[config.mk]
export PLATFORM = sky130hd
export DESIGN_NAME = tele_stop
export DESIGN_NICKNAME = d
export VERILOG_FILES = /design/src/rtl/tele_stop_pkg.sv /design/src/rtl/tele_stop_debounce.sv /design/src/rtl/tele_stop.sv
export SDC_FILE = /design/constraint.sdc
export NUM_CORES = 1
export LEC_CHECK = 0
export CAP_MARGIN = 20
export CORE_ASPECT_RATIO = 2
export CORE_MARGIN = 2
export CORE_UTILIZATION = 45
export CTS_CLUSTER_SIZE = 12
export DETAILED_ROUTE_END_ITERATION = 8
export PLACE_DENSITY_LB_ADDON = 0.05
export SYNTH_ARGS = -nofsm -noshare
export SYNTH_HDL_FRONTEND = slang
export SYNTH_HIERARCHICAL = 1
export SYNTH_SLANG_ARGS = --single-unit
[constraint.sdc]
create_clock -name CLK -period 6.51 [get_ports CLK]
set_clock_uncertainty 0.1 [all_clocks]
set_input_delay 1.302 -clock CLK [delete_from_list [all_inputs] [get_ports CLK]]
set_output_delay 1.302 -clock CLK [all_outputs]
set_load 0.1 [all_outputs]
[src/rtl/tele_stop_pkg.sv]
// tele_stop shared types.
// Holds the two interlock states.
package tele_stop_pkg;

  typedef enum logic {
    RUN  = 1'b0,
    STOP = 1'b1
  } state_t;

endpackage

[src/rtl/tele_stop_debounce.sv]
// tele_stop detector input conditioning.
// 2-flop synchronizer followed by a level debouncer.
module tele_stop_debounce #(
  parameter int DEBOUNCE_CYCLES = 1000
) (
  input  logic clk,
  input  logic rst,
  input  logic din,
  output logic det
);

  localparam int CW = $clog2(DEBOUNCE_CYCLES + 1);
  localparam logic [CW-1:0] LAST = CW'(DEBOUNCE_CYCLES - 1);

  logic          s1;
  logic          s2;
  logic [CW-1:0] cnt;

  always_ff @(posedge clk or posedge rst) begin
    if (rst) begin
      s1  <= 1'b0;
      s2  <= 1'b0;
      det <= 1'b0;
      cnt <= '0;
    end else begin
      s1 <= din;
      s2 <= s1;
      if (s2 == det) begin
        cnt <= '0;
      end else if (cnt == LAST) begin
        det <= s2;
        cnt <= '0;
      end else begin
        cnt <= cnt + 1'b1;
      end
    end
  end

endmodule

[src/rtl/tele_stop.sv]
// tele_stop: obstacle interlock between stepper pulse
// generators and the motor drivers, with LED/buzzer status.
module tele_stop
  import tele_stop_pkg::*;
#(
  parameter int DEBOUNCE_CYCLES = 1000,
  parameter int RELEASE_CYCLES  = 50_000_000,
  parameter int BZ_HALF_PERIOD  = 12_500
) (
  input  logic       CLK,
  input  logic       RST_n,
  input  logic [3:0] petectIO,
  input  logic [5:0] thrusterPluseA,
  input  logic [5:0] thrusterPluseB,
  output logic [5:0] safetyPluseA,
  output logic [5:0] safetyPluseB,
  output logic       redLed,
  output logic       greenLed,
  output logic       BZ
);

  localparam int RW = $clog2(RELEASE_CYCLES + 1);
  localparam int BW = $clog2(BZ_HALF_PERIOD + 1);
  localparam logic [RW-1:0] REL_LAST = RW'(RELEASE_CYCLES - 1);
  localparam logic [BW-1:0] BZ_LAST = BW'(BZ_HALF_PERIOD - 1);

  logic [3:0]    det;
  logic          any_det;
  state_t        state;
  state_t        state_n;
  logic [RW-1:0] rel_cnt;
  logic [BW-1:0] bz_div;
  logic [11:0]   pin;
  logic [11:0]   pass;
  logic [11:0]   pulse_n;
  logic [11:0]   pulse_q;
  logic [11:0]   blk;

  for (genvar i = 0; i < 4; i++) begin : g_det
    tele_stop_debounce #(
      .DEBOUNCE_CYCLES(DEBOUNCE_CYCLES)
    ) u_deb (
      .clk(CLK),
      .rst(RST_n),
      .din(petectIO[i]),
      .det(det[i])
    );
  end

  assign any_det = |det;

  always_comb begin
    state_n = state;
    unique case (state)
      RUN:  if (any_det) state_n = STOP;
      STOP: if (!any_det && rel_cnt == REL_LAST) state_n = RUN;
    endcase
  end

  always_ff @(posedge CLK or posedge RST_n) begin
    if (RST_n) begin
      state   <= RUN;
      rel_cnt <= '0;
    end else begin
      state <= state_n;
      if (state == RUN || any_det) rel_cnt <= '0;
      else                         rel_cnt <= rel_cnt + 1'b1;
    end
  end

  // In STOP only pulses already in flight may continue; an input
  // that rose while blocked stays blocked until it drops.
  assign pin     = {thrusterPluseB, thrusterPluseA};
  assign pass    = (state == RUN) ? ~blk : pulse_q;
  assign pulse_n = pin & pass;

  // blk comes out of reset set so held inputs need a fresh edge.
  always_ff @(posedge CLK or posedge RST_n) begin
    if (RST_n) begin
      pulse_q <= '0;
      blk     <= '1;
    end else begin
      pulse_q <= pulse_n;
      blk     <= pin & ~pulse_n;
    end
  end

  assign safetyPluseA = pulse_q[5:0];
  assign safetyPluseB = pulse_q[11:6];

  always_ff @(posedge CLK or posedge RST_n) begin
    if (RST_n) begin
      redLed   <= 1'b0;
      greenLed <= 1'b1;
      BZ       <= 1'b0;
      bz_div   <= '0;
    end else begin
      redLed   <= (state == STOP);
      greenLed <= (state == RUN);
      if (state == RUN) begin
        BZ     <= 1'b0;
        bz_div <= '0;
      end else if (bz_div == BZ_LAST) begin
        BZ     <= ~BZ;
        bz_div <= '0;
      end else begin
        bz_div <= bz_div + 1'b1;
      end
    end
  end

endmodule

==> metrics.cfg, run 1 <==
[outcome]
status=finished clean

[routing]
via_per_inst=5.46
wl_mm=11.3
wl_per_cell_um=15.4
vias=4002
drtIter0Drc=226
drc=0
ant_nets=0
dr.pass1.iters=4

[floorplan]
die_h_um=161
rows=57
core_um2=12100
initial_core_util_pct=45.8
dieArea_um2=13300
pin_count=33
dieWidth_um=82.6

[sta]
setup_viol=0
whs_ps=246
tightest_slew_ps=970
rsz0062_at_grt=no
slew_headroom_pct=35.1
layout_min_cycle_time_ps=3430
finalHoldViolations=0
tns_ps=0
max_freq_mhz=291
fin_crit_sh_pct=52.7
drv_slew=0

[setup_path]
rr_worst_depth=2
reg2reg_slack_ps=4290
critPathLaunchType=flip-flop
path_depth=1
critPathArrivalTime_ps=2030
cp-end-kind=primary output
slowest_delay_ps=1120
critPathTopFamily=buffers and inverters
slowest_stage=clkdlybuf4s50_1
rr_startpoint=state$_DFF_PP0_
r2r-end=rel_cnt[20]$_DFF_PP0_
cp.required_ps=5110
worstPathCellList=clkdlybuf4s50_1
crit_fanout=1
cp.buffers_inverters=1
crit_type=flip-flop to primary output

[synthesis]
synth_edf_count=0
synth.ff_latch_count=120
syn_nets=556
synthArstFlopShare_pct=100
synth_cell_types=41
yosys_warnings=6
ys.flop_type=dfrtp_1
syn_avg_cell_area_um2=10.5
ys_seq_area_share_pct=54.3
syn-cell-area_um2=5560
syn_inst=531

[final_layout]
layout.cells.non_filler=733
drive_above_1_share_pct=12.5
antenna_cells=0
final_nets=598
syn_to_final_growth_pct=19.3
postLayoutCoreUtil_pct=54.7

[cts]
cts_made_buffers=17
cts.path.max_buffers=2
postCtsSetupBuffers=0
cts_tree=built
htreeDepth=4
clock-sinks=120
cts_root_buffer=clkbuf_16
clock_latency_ps=410
clkSlewWorstSetupHoldPaths_ps=50
cts_resized=0
holdBufCountCts=0

[hold_path]
hold_start=g_det[2].u_deb/s1$_DFF_PP0_
hold_depth=0
hold_class=flip-flop to flip-flop
hold_end=g_det[2].u_deb/s2$_DFF_PP0_

[grt]
grt_start_max_net_pins=69
grt_usage_pct=18.8
overflow=0
grt_pass1_wl_mm=19.2
grt_pass1_vias=4059
antenna_found_initial=0

[power_and_ir_drop]
p_per_area_nw_per_um2=275
power.leakage_nw=2.82
vdd_drop_max_uv=242

[placement]
hpwl_mm=8.01
gp_congestion=0.816
port_buffers=32
post-place-cells=701

[job]
timing.max_cap.violations=0

-- flip-flops by register name, summed over array words and instances (netlist names), 4 cells and up --
register	count
blk	12
bz_div	14
g_det.u_deb/cnt	40
g_det.u_deb/det	4
g_det.u_deb/s1	4
g_det.u_deb/s2	4
pulse_q	12
rel_cnt	26
-- layout by cell type, fill, tap and decap left out, types with 2 or more instances in the layout --
| cell | Yosys | final |
|---|---|---|
| a21oi_1 | 16 | 16 |
| a311o_1 | 4 | 4 |
| a31oi_1 | 4 | 4 |
| and2_1 | 12 | 12 |
| and3_1 | 11 | 11 |
| and3_2 | 8 | 8 |
| and4_1 | 5 | 5 |
| and4bb_1 | 4 | 4 |
| bufinv_16 | 0 | 3 |
| clkbuf_16 | 0 | 17 |
| clkbuf_8 | 0 | 3 |
| clkdlybuf4s50_1 | 0 | 32 |
| clkinv_2 | 0 | 4 |
| clkinvlp_4 | 0 | 4 |
| dfrtp_1 | 107 | 107 |
| dfstp_2 | 13 | 13 |
| ha_1 | 7 | 7 |
| inv_1 | 14 | 13 |
| mux2_4 | 4 | 4 |
| nand2_1 | 38 | 38 |
| nand2_2 | 2 | 2 |
| nand2b_1 | 4 | 4 |
| nand3_1 | 39 | 39 |
| nand4_1 | 12 | 12 |
| nand4_2 | 4 | 4 |
| nor2_1 | 70 | 70 |
| nor2b_1 | 12 | 12 |
| nor3_1 | 12 | 12 |
| nor4_1 | 3 | 3 |
| nor4b_2 | 4 | 4 |
| o211a_1 | 4 | 4 |
| o21ai_0 | 29 | 29 |
| o21bai_1 | 4 | 4 |
| o31ai_1 | 4 | 4 |
| or3_1 | 7 | 7 |
| or4_1 | 5 | 5 |
| or4_4 | 2 | 2 |
| xnor2_1 | 27 | 27 |
| xor2_1 | 26 | 26 |
-- cell type report --
cell class | instances | area (um2)
Multi-Input combinational cell | 387 | 2430
Inverter | 14 | 52.6
Clock inverter | 12 | 149
Clock buffer | 20 | 467
Timing Repair Buffer | 33 | 328
Fill cell | 1072 | 5500
Tap cell | 147 | 184
Sequential cell | 120 | 3020
-- synth_stat cells (5+ instances only) --
cell | n | area [um2]
or4_1 | 5 | 37.5
dfrtp_1 | 107 | 2680
and3_2 | 8 | 60.1
and4_1 | 5 | 43.8
xnor2_1 | 27 | 236
o21ai_0 | 29 | 145
or3_1 | 7 | 43.8
ha_1 | 7 | 87.6
xor2_1 | 26 | 228
nand4_1 | 12 | 75.1
a21oi_1 | 16 | 80.1
and2_1 | 12 | 75.1
nand3_1 | 39 | 195
dfstp_2 | 13 | 342
inv_1 | 14 | 52.6
nand2_1 | 38 | 143
nor3_1 | 12 | 60.1
clkbuf_1 | 5 | 18.8
nor2_1 | 70 | 263
and3_1 | 11 | 68.8
nor2b_1 | 12 | 75.1
-- power by group --
group	internal [mW]	total, mW	leakage (nW)	switching (mW)
Combinational	0.0268	0.0842	0.954	0.0574
Sequential	0.759	0.772	1.57	0.0125
Clock	0.629	0.965	0.294	0.336
Total	1.42	1.82	2.82	0.406
-- per-layer routing --
| layer | global-route usage [%] | wire length (um) |
|---|---|---|
| met2 | 32.1 | 6060 |
| met4 | 8.87 | 333 |
| met3 | 4.97 | 327 |
| met1 | 21.2 | 4540 |
| met5 | 0 | 0 |
-- cells by family after synthesis --
| group | after synthesis | share of synthesized area [%] |
|---|---|---|
| compound gates | 65 | 7.03 |
| xor+xnor | 53 | 8.35 |
| fa+ha+maj | 7 | 1.58 |
| buf+inv | 24 | 1.96 |
| flops | 120 | 54.3 |
| mux | 4 | 1.08 |
| simple gates | 258 | 25.7 |
-- through the flow --
| stage | total power, mW | setup WS, ps | cell area [um2] |
|---|---|---|---|
| final | 1.82 | 3080 | 6630 |
| after global routing | 1.88 | 3030 | 6630 |
| after CTS | 1.84 | 3060 | 6630 |
| after detailed placement | 0.870 | 3500 | 6010 |
| after global placement | 0.869 | 3500 | 6010 |
| after floorplan | 0.838 | 3420 | 5560 |
-- how the worst max path moves through the flow --
stage / endpoint / start / slack [ps]
after floorplan: BZ$_DFFE_PP0P_ / RST_n / 3420
after global placement: greenLed / greenLed$_DFF_PP1_ / 3500
after detailed placement: greenLed / greenLed$_DFF_PP1_ / 3500
after CTS: greenLed / greenLed$_DFF_PP1_ / 3060
after global routing: greenLed / greenLed$_DFF_PP1_ / 3030
final: greenLed / greenLed$_DFF_PP1_ / 3080
(Power assumes the default switching activity.)
==> run 2, diff against run 1 <==
- clock period: 6.51 -> 3 ns (I/O delays scaled with it)
==> run 2 against run 1 <==
  * Count of clock-buffer cells in the layout is the same
  * Critical path type is now flip-flop to flip-flop
  * Non-clock buffer count grew 1
  * Largest cell class unchanged
  * Via count shrank 0.47%
  * Largest power group unchanged
==> metrics.cfg, run 2 (same netlist as run 1, synthesis figures left out) <==
[cts]
cts_root_buffer=clkbuf_16
cts_resized=0
holdBufCountCts=0
cts.path.max_buffers=2
htreeDepth=4
postCtsSetupBuffers=0
clock_latency_ps=410
cts_tree=built
clkSlewWorstSetupHoldPaths_ps=60
cts_made_buffers=17
clock-sinks=120

[sta]
tightest_slew_ps=879
max_freq_mhz=468
slew_headroom_pct=41.2
drv_slew=0
fin_crit_sh_pct=71.2
rsz0062_at_grt=no
tns_ps=0
setup_viol=0
setup_ws_ps=865
finalHoldViolations=0
layout_min_cycle_time_ps=2130

[floorplan]
die_h_um=161
pin_count=33
dieArea_um2=13300
core_um2=12100
rows=57
dieWidth_um=82.6
initial_core_util_pct=45.8

[final_layout]
regMostFlops=g_det.u_deb/cnt
largest_register_ffs=40
final_common_cell=dfrtp_1
drive_above_1_share_pct=15.0
final_nets=599
postLayoutCoreUtil_pct=54.6
antenna_cells=0
reg_top3=g_det.u_deb/cnt (40), rel_cnt (26), bz_div (14)
layout_common_cells=107 x dfrtp_1, 70 x nor2_1, 39 x nand3_1
syn_to_final_growth_pct=19.2
n_fill_cell=1105

[routing]
drtIter0Drc=181
ant_nets=0
wl_per_cell_um=15.2
vias=3983
wl_mm=11.1
dr.pass1.iters=4
via_per_inst=5.43
drc=0

[power_and_ir_drop]
power.leakage_nw=2.85
vdd_drop_max_uv=435
p_per_area_nw_per_um2=605

[setup_path]
critPathLaunchType=flip-flop
critPathArrivalTime_ps=2350
crit_type=flip-flop to flip-flop
reg2reg_slack_ps=870
crit_fanout=11
cp-end-kind=flip-flop
r2r-end=rel_cnt[25]$_DFF_PP0_
rr_worst_depth=4
rr_startpoint=rel_cnt[4]$_DFF_PP0_
cp.required_ps=3210

[grt]
grt_usage_pct=18.5
grt_start_max_net_pins=69
grt_pass1_vias=4022
antenna_found_initial=0
overflow=0
grt_pass1_wl_mm=18.8

[placement]
gp_congestion=0.819
dpl_worst_slack_ps=849
hpwl_mm=7.97
port_buffers=32

[hold_path]
hold_start=g_det[0].u_deb/s1$_DFF_PP0_
hold_depth=0
hold_end=g_det[0].u_deb/s2$_DFF_PP0_
hold_class=flip-flop to flip-flop

[job]
timing.max_cap.violations=0

[outcome]
status=finished clean

-- run 2: critical path: stages, from the launching register on --
cell and delay, ps:
dfrtp_1 490, and4_1 350, nand4_1 370, or4_1 580, a21oi_1 150
-- run 2: metal layers --
metal,vias to the layer above,part of all wire [%],global-route usage (%)
met4,0,1.8,7.15
met2,60,57,33.2
met1,1961,39,20.1
li1,1943,-,-
met3,19,2.7,4.47
met5,-,0,0
-- run 2: worst max-delay path by stage --
stage	endpoint	start	depth (start not counted)	slack [ps]
after floorplan	BZ$_DFFE_PP0P_	RST_n	1	610
after global placement	rel_cnt[17]$_DFF_PP0_	g_det[1].u_deb/det$_DFFE_PP0P_	3	860
after detailed placement	rel_cnt[19]$_DFF_PP0_	g_det[1].u_deb/det$_DFFE_PP0P_	3	850
after CTS	rel_cnt[21]$_DFF_PP0_	g_det[1].u_deb/det$_DFFE_PP0P_	3	850
after global routing	rel_cnt[21]$_DFF_PP0_	g_det[1].u_deb/det$_DFFE_PP0P_	3	670
final	rel_cnt[25]$_DFF_PP0_	rel_cnt[4]$_DFF_PP0_	4	870
-- run 2: layout make-up --
type                    count  area (um2)  area share [%]
clock inverters            12         174            2.63
inverters                  14        52.6           0.793
clock buffers              20         457            6.89
well taps                 147         184            2.78
multi-input cells         387        2430            36.7
flip-flops and latches    120        3020            45.6
repair buffers             34         310            4.68
-- run 2: power breakdown --
part	switching, mW	internal (mW)	leakage, nW	total, mW
Combinational	0.126	0.0574	0.979	0.183
Clock	0.718	1.43	0.298	2.15
Sequential	0.0281	1.65	1.57	1.68
Total	0.872	3.13	2.85	4.01
-- run 2: per-stage QoR --
stage	hold WS, ps	power, mW	area [um2]	cells
finish	245	4.01	6630	734
global route	252	4.15	6630	734
CTS	247	4.06	6630	734
detailed placement	235	1.89	5990	702
global placement	235	1.89	5990	702
floorplan	231	1.82	5560	531
==> run 3, diff against run 2 <==
- clock period: 3 -> 1.75 ns (I/O delays scaled with it)
==> run 3 against run 2 <==
  * The flow now finishes with violations (setup timing)
  * First-iteration DRC count is 2.8% lower
  * Fmax is 13% higher
  * Combinational power rose by 100%
  * Hold slack gained 2.1 ps
  * Core utilization rose by 6.0 points
  * Count of clock-buffer cells in the layout shrank 1
  * Setup slack got worse by 1000 ps
  * Clock power grew 68%
  * Via count increased by 8.7%
  * Critical path depth stayed put
  * Final cell count up 8.7%
  * Largest cell class unchanged
==> metrics.cfg, run 3 (same netlist as run 1, synthesis figures left out) <==
[outcome]
status=finished with violations
violations=setup timing

[job]
timing.max_cap.violations=0

[final_layout]
final_common_cell=dfrtp_1
postLayoutCoreUtil_pct=60.6
drive_above_1_share_pct=24.9
antenna_cells=0
syn_to_final_growth_pct=32.3
final-seq-area_um2=3020
final_nets=663
multiInputGateArea_um2=2480
regMostFlops=g_det.u_deb/cnt
largest_register_ffs=40
reg_top3=g_det.u_deb/cnt (40), rel_cnt (26), bz_div (14)
layout_common_cells=107 x dfrtp_1, 70 x nor2_1, 63 x buf_4
n_fill_cell=1036

[routing]
ant_nets=0
dr.pass1.iters=4
vias=4331
wl_per_cell_um=15.3
wl_mm=12.2
via_per_inst=5.43
drc=0
drtIter0Drc=176

[floorplan]
dieArea_um2=13300
initial_core_util_pct=45.8
dieWidth_um=82.6
core_um2=12100
die_h_um=161
pin_count=33
rows=57

[sta]
slew_headroom_pct=66.3
layout_min_cycle_time_ps=1890
finalHoldViolations=0
fin_crit_sh_pct=108
setup_ws_ps=-139
max_freq_mhz=529
tightest_slew_ps=504
setup_viol=16
rsz0062_at_grt=yes
whs_ps=247
drv_slew=0

[cts]
clock-sinks=120
htreeDepth=4
cts.path.max_buffers=2
cts_root_buffer=clkbuf_16
clkSlewWorstSetupHoldPaths_ps=50
cts_tree=built
cts_made_buffers=17
clock_latency_ps=410

[grt]
grt_start_max_net_pins=29
antenna_found_initial=0
grt_pass1_vias=4591
overflow=0
grt_usage_pct=20.4
grt_pass1_wl_mm=20.8

[power_and_ir_drop]
p_per_area_nw_per_um2=933
power.leakage_nw=3.23
vdd_drop_max_uv=728

[hold_path]
hold_class=flip-flop to flip-flop

[placement]
gp_congestion=0.820
port_buffers=32
hpwl_mm=8.96

[setup_path]
critPathLaunchType=flip-flop
critPathArrivalTime_ps=2080
cp-end-kind=flip-flop
crit_type=flip-flop to flip-flop
cp.required_ps=1940
crit_fanout=13

[run 3: worst paths after layout]
| path | from | to | slack, ps | depth (start not counted) |
|---|---|---|---|---|
| setup / recovery | bz_div[11]$_DFF_PP0_ | bz_div[11]$_DFF_PP0_ | -140 | 4 |
| hold / removal | g_det[3].u_deb/s1$_DFF_PP0_ | g_det[3].u_deb/s2$_DFF_PP0_ | 250 | 0 |
| setup reg to reg | bz_div[11]$_DFF_PP0_ | bz_div[11]$_DFF_PP0_ | -140 | 4 |
| hold reg to reg | g_det[3].u_deb/s1$_DFF_PP0_ | g_det[3].u_deb/s2$_DFF_PP0_ | 250 | 0 |
| max in group asynchronous | RST_n | blk[7]$_DFF_PP1_ | 730 | 3 |
| min in group asynchronous | RST_n | g_det[2].u_deb/det$_DFFE_PP0P_ | 320 | 3 |
[run 3: power by group]
| part | switching, mW | internal, mW | total [mW] | leakage (nW) |
|---|---|---|---|---|
| Sequential | 0.0549 | 2.82 | 2.88 | 1.57 |
| Combinational | 0.221 | 0.150 | 0.371 | 1.37 |
| Clock | 1.28 | 2.32 | 3.61 | 0.288 |
[run 3: routing by layer]
layer,global-route usage [%],wire length [um],vias up
li1,-,-,2080
met4,9.39,287,0
met5,0,0,-
met2,37.4,7110,65
met3,5.08,288,23
met1,20.7,4520,2163
[run 3: critical path, stage by stage (launching register included)]
cell	delay, ps
dfrtp_1	370
or4b_1	510
or4_4	560
nand2_4	160
nor2_1	70
[run 3: repair_timing]
item | CTS | global route
pin swaps | 5 | 10
setup endpoints to repair | 23 | 25
hold buffers | 0 | 0
resized for setup | 2 | 10
buffers inserted | 7 | 6
[run 3: cell type report]
class,instances,share of cell area [%]
multi-input combinational,387,33.7
sequential,120,41.1
tap,147,2.50
inverter,14,0.766
timing repair buffer,98,13.4
clock buffer,19,6.16
clock inverter,13,2.33
[run 3: per-stage QoR]
stage	worst slack, ps	std cells	cell area (um2)	power, mW	TNS, ps
floorplan	-170	531	5580	3.12	-2100
detailed placement	-136	754	6590	3.30	-1980
global route	-208	798	7350	7.12	-3290
CTS	-140	793	7270	6.94	-1970
global placement	-112	754	6590	3.30	-1650
finish	-139	798	7350	6.86	-1930
